File: config.mk
export PLATFORM = sky130hd
export DESIGN_NAME = fpu_mul_inq_issue
export DESIGN_NICKNAME = d
export VERILOG_FILES = /design/src/rtl/fpu_mul_inq_issue.sv
export SDC_FILE = /design/constraint.sdc
export NUM_CORES = 1
export LEC_CHECK = 0
export CAP_MARGIN = 20
export CORE_ASPECT_RATIO = 0.75
export CORE_MARGIN = 10
export CORE_UTILIZATION = 55
export CTS_BUF_LIST = sky130_fd_sc_hd__clkbuf_8
export DETAILED_ROUTE_END_ITERATION = 6
export DONT_BUFFER_PORTS = 1
export PLACE_DENSITY = 0.7
export SETUP_SLACK_MARGIN = 0.5
export SLEW_MARGIN = 20
export SYNTH_ARGS = -nofsm -noshare
export SYNTH_HDL_FRONTEND = slang
export SYNTH_SLANG_ARGS = --single-unit
File: constraint.sdc
create_clock -name rclk -period 2.91 [get_ports rclk]
set_input_delay 0.7275 -clock rclk [delete_from_list [all_inputs] [get_ports rclk]]
set_output_delay 0.7275 -clock rclk [all_outputs]
set_load 0.1 [all_outputs]
File: src/rtl/fpu_mul_inq_issue.sv
// rtl/fpu_mul_inq_issue.sv - fmul operand exponent issue queue with pre-classification
// Optional same-cycle empty-queue bypass enabled by FPU_MUL_INQ_BYPASS_EN.
module fpu_mul_inq_issue #(
    parameter int DEPTH = 4,
    parameter int PTR_W = 2
) (
    input  logic             rclk,
    input  logic             reset,
    input  logic             enq_vld,
    output logic             enq_rdy,
    input  logic [10:0]      enq_in1,
    input  logic [10:0]      enq_in2,
    input  logic             enq_dblop,
    input  logic             enq_sngop,
    input  logic             enq_fsmuld,
    output logic             enq_err,
    input  logic             m6stg_step,
    output logic             inq_vld,
    output logic [10:0]      inq_in1,
    output logic [10:0]      inq_in2,
    output logic             inq_dblop,
    output logic             inq_sngop,
    output logic             inq_fsmuld,
    output logic             inq_in1_expz,
    output logic             inq_in1_expmax,
    output logic             inq_in2_expz,
    output logic             inq_in2_expmax,
    output logic [PTR_W:0]   inq_cnt
);

    typedef struct packed {
        logic [10:0] in1;
        logic [10:0] in2;
        logic        dblop;
        logic        sngop;
        logic        fsmuld;
        logic        in1_expz;
        logic        in1_expmax;
        logic        in2_expz;
        logic        in2_expmax;
    } entry_t;

    localparam logic [PTR_W:0] FULL_CNT = (PTR_W + 1)'(DEPTH);

    entry_t           mem [DEPTH];
    logic [PTR_W-1:0] wr_ptr;
    logic [PTR_W-1:0] rd_ptr;
    logic [PTR_W:0]   cnt;
    logic             err_q;

    entry_t enq_ent;
    entry_t out_ent;
    logic   legal;
    logic   head_vld;
    logic   pop;
    logic   bypass;
    logic   wr_en;

    // Single precision exponents live in the top 8 bits of the field.
    function automatic logic [1:0] classify(input logic [10:0] e, input logic dbl);
        logic [1:0] r;
        if (dbl) r = {e == 11'h000, e == 11'h7ff};
        else     r = {e[10:3] == 8'h00, e[10:3] == 8'hff};
        return r;
    endfunction

    always_comb begin
        enq_ent        = '0;
        enq_ent.in1    = enq_in1;
        enq_ent.in2    = enq_in2;
        enq_ent.dblop  = enq_dblop;
        enq_ent.sngop  = enq_sngop;
        enq_ent.fsmuld = enq_fsmuld;
        {enq_ent.in1_expz, enq_ent.in1_expmax} = classify(enq_in1, enq_dblop);
        {enq_ent.in2_expz, enq_ent.in2_expmax} = classify(enq_in2, enq_dblop);
    end

    assign enq_rdy  = (cnt != FULL_CNT);
    assign head_vld = (cnt != '0);
    assign legal    = enq_vld & enq_rdy & (enq_dblop ^ enq_sngop) & ~(enq_fsmuld & enq_dblop);
    assign pop      = m6stg_step & head_vld;

`ifdef FPU_MUL_INQ_BYPASS_EN
    assign bypass = legal & m6stg_step & ~head_vld;
`else
    assign bypass = 1'b0;
`endif

    assign wr_en = legal & ~bypass & ~reset;

    always_ff @(posedge rclk) begin
        if (wr_en) mem[wr_ptr] <= enq_ent;
    end

    always_ff @(posedge rclk) begin
        if (reset) begin
            wr_ptr <= '0;
            rd_ptr <= '0;
            cnt    <= '0;
            err_q  <= 1'b0;
        end else begin
            err_q <= enq_vld & enq_rdy & ~((enq_dblop ^ enq_sngop) & ~(enq_fsmuld & enq_dblop));
            if (wr_en) wr_ptr <= wr_ptr + PTR_W'(1);
            if (pop)   rd_ptr <= rd_ptr + PTR_W'(1);
            case ({wr_en, pop})
                2'b10:   cnt <= cnt + (PTR_W + 1)'(1);
                2'b01:   cnt <= cnt - (PTR_W + 1)'(1);
                default: cnt <= cnt;
            endcase
        end
    end

    // Data outputs are forced to zero whenever no head entry is presented.
    always_comb begin
        out_ent = '0;
        if (bypass)        out_ent = enq_ent;
        else if (head_vld) out_ent = mem[rd_ptr];
    end

    assign enq_err        = err_q;
    assign inq_vld        = head_vld | bypass;
    assign inq_in1        = out_ent.in1;
    assign inq_in2        = out_ent.in2;
    assign inq_dblop      = out_ent.dblop;
    assign inq_sngop      = out_ent.sngop;
    assign inq_fsmuld     = out_ent.fsmuld;
    assign inq_in1_expz   = out_ent.in1_expz;
    assign inq_in1_expmax = out_ent.in1_expmax;
    assign inq_in2_expz   = out_ent.in2_expz;
    assign inq_in2_expmax = out_ent.in2_expmax;
    assign inq_cnt        = cnt;

endmodule
==> flow_summary.ini, run 1 <==
[place]
place_area_mm2 = 0.00604
port_buffers = 0
hpwlAfterDp_mm = 5.97
place.gp.congestion = 0.742

[die]
start_util_pct = 55.8
die_h_um = 103
ios = 64
fp.coreArea_mm2 = 0.00897
dieArea_mm2 = 0.0134
die_w_um = 130
row_count = 30

[power]
powerDensity_mw_per_mm2 = 807
fin_total_pwr_uw = 5220
ir_drop_mv = 0.520
p_leak_uw = 0.00218

[setup_path]
crit_type = register to primary output
crit_arrival_ns = 1.85
slowest_stage = mux4_2
crit_buf_inv = 2
endpoint_kind = primary output
cp_cell_sequence = buf_12 -> mux4_2 -> nor2b_4 -> buf_12
rr_worst_depth = 9
worstPathRequired_ns = 2.18
cp_top_family = multiplexers
path_depth = 4
cpMostUsedCell = buf_12
crit_path_max_incr_delay_ns = 0.52
critPathLaunchType = register
crit_path_max_fanout = 11

[logic_synthesis]
ys_types = 32
synth_nets = 291
avgSynthCellArea_um2 = 19.6
yosys_register_bits = 126
yosys_warnings = 0
yosysSeqAreaShare_pct = 73.6
synthCells = 256
syn-cell-area_mm2 = 0.00501

[timing]
post-route-period-util_pct = 88.6
final_max_slew_viol_count = 0
slew_headroom_pct = 37.2
max_freq_ghz = 0.388
finalHoldViolCount = 0
fin_crit_ns = 2.58
worst_pin_slew_ns = 0.941
skew_ns = 0.00628
rsz0062_at_grt = true
setup_violations = 0
tns_ns = 0

[clock_tree]
root_buffer = clkbuf_8
cts-hold-fix-buffers = 0
path_clk_slew_ns = 0.07
cts_buffers = 17
cts_sinks = 126
cts_max_level = 4
clk_latency_ns = 0.42
clk_path_buf_depth = 2
tritoncts = built

[global_routing]
grt_pass1_vias = 2757
grt-ovfl-total = 0
grt_max_degree = 30
track_usage_pct = 16.0
grt_pass1_wl_mm = 15.4
antenna_found_initial = 0

[drt]
antenna_left = 0
first_pass_iters = 4
routedWlPerCell_um = 22.4
drtIter0Drc = 262
remaining_drc_errors = 0
vias_per_cell = 5.78
num_vias = 2507
finalWirelength_mm = 9.71

[finish]
area_growth_pct = 29.2
final_util_pct = 72.1
layout.filler_cells = 539
layout.nets = 346
multiInputGateArea_mm2 = 0.00148
finalInstanceArea_mm2 = 0.00647
final_cell_mix = 116 x edfxtp_1, 32 x buf_12, 29 x mux4_2, 29 x nor2b_4, 17 x clkbuf_8
final_common_cell = edfxtp_1
register_area_mm2 = 0.00369
drive_gt1_share_pct = 45.7
insertedDiodeCount = 0

[worst_hold_path]
hold_depth = 1
hold_path.class = input port to register

[run]
maxCapViolCount = 0

[outcome]
outcome = completed
synthesized netlist by cell type, drive strengths merged:
master	n	area [um^2]
edfxtp	116	3480
nor2b	30	188
mux4	29	653
dfxtp	10	200
inv	9	33.8
nor2	7	26.3
buf	5	40.0
clkbuf	5	18.8
ha	5	62.6
and2	4	25.0
nand4	4	25.0
nor4	4	25.0
xor2	4	35.0
nand3	3	15.0
o31ai	3	22.5
a211oi	2	15.0
a21oi	2	10.0
and3	2	12.5
nor3	2	10.0
fa	1	20.0
mux2	1	15.0
mux2i	1	10.0
nand2	1	3.75
nor3b	1	12.5
o2111a	1	12.5
o21ai	1	5.00
o311ai	1	8.76
or3	1	6.26
or3b	1	11.3
report_power, final:
group / internal (uW) / switching [uW]
logic: 730 / 1200
registers: 2010 / 36.5
clock network: 637 / 609
worst paths after layout:
kind	start	to	slack, ns
max	register	inq_in2[0]	0.33
min	reset	inq_cnt[2]	0.36
max reg2reg	inq_cnt[2]	inq_cnt[2]	0.49
min reg2reg	wr_ptr[0]	wr_ptr[0]	0.53
logic make-up (layout without fill, tap and decap cells):
group	Yosys count	after routing	synth area share [%]
adders and majority gates	6	6	1.65
xor gates and xnor gates	4	4	0.700
buffers and inverters	19	85	1.85
muxes	31	31	13.5
DFF	126	126	73.6
and+or+nand+nor	60	60	7.20
AOI/OAI and AO/OA	10	10	1.47
state kept, by name, indices dropped and copies added, names as in the netlist, named ones only:
register / count
mem: 116
wr_ptr: 2
rd_ptr: 2
inq_cnt: 3
enq_err: 1
stage by stage:
stage               std cells  hold WS, ns  worst slack, ns
finish                    434        0.356            0.331
global route              434        0.317            0.263
CTS                       434        0.319            0.280
detailed placement        400        0.513            0.447
global placement          400        0.500            0.511
floorplan                 256        0.468            0.329
timing repair:
item / in CTS / in global routing
setup buffers: 2 / 0
pin swaps: 2 / 0
setup endpoints to repair: 32 / 32
cloned: 2 / 0
resized for setup: 8 / 2
layout make-up:
| class | count | area share (%) |
|---|---|---|
| flip-flops and latches | 126 | 57.1 |
| well taps | 112 | 2.17 |
| multi-input cells | 111 | 22.9 |
| clock buffers | 17 | 3.62 |
| clock inverters | 13 | 1.34 |
| repair buffers | 46 | 12.3 |
| inverters | 9 | 0.619 |
per-layer routing:
metal	track usage, %	wire length, um	vias up
met4	7.07	154	0
met3	7.14	826	14
li1	-	-	1128
met2	24.3	4680	79
met5	0	0	-
met1	19.4	4040	1286
worst reg2reg max path, delay by kind of cell (launching register included):
family	cells	cell delay (ns)
buf+inv	2	0.11
compound gates	2	0.30
fa+ha+maj	2	0.46
xor+xnor	1	0.15
simple gates	2	0.76
flops	1	0.57
Note: power is estimated with default switching activity, not from simulation.
==> inputs of run 2 (changes only) <==
--- a/config.mk
+++ b/config.mk
@@ -14,7 +14,6 @@
 export DONT_BUFFER_PORTS = 1
 export PLACE_DENSITY = 0.7
 export SETUP_SLACK_MARGIN = 0.5
-export SLEW_MARGIN = 20
 export SYNTH_ARGS = -nofsm -noshare
 export SYNTH_HDL_FRONTEND = slang
 export SYNTH_SLANG_ARGS = --single-unit
==> results of run 2 <==
No change in the layout: final DEF, timing and power equal those of run 1.
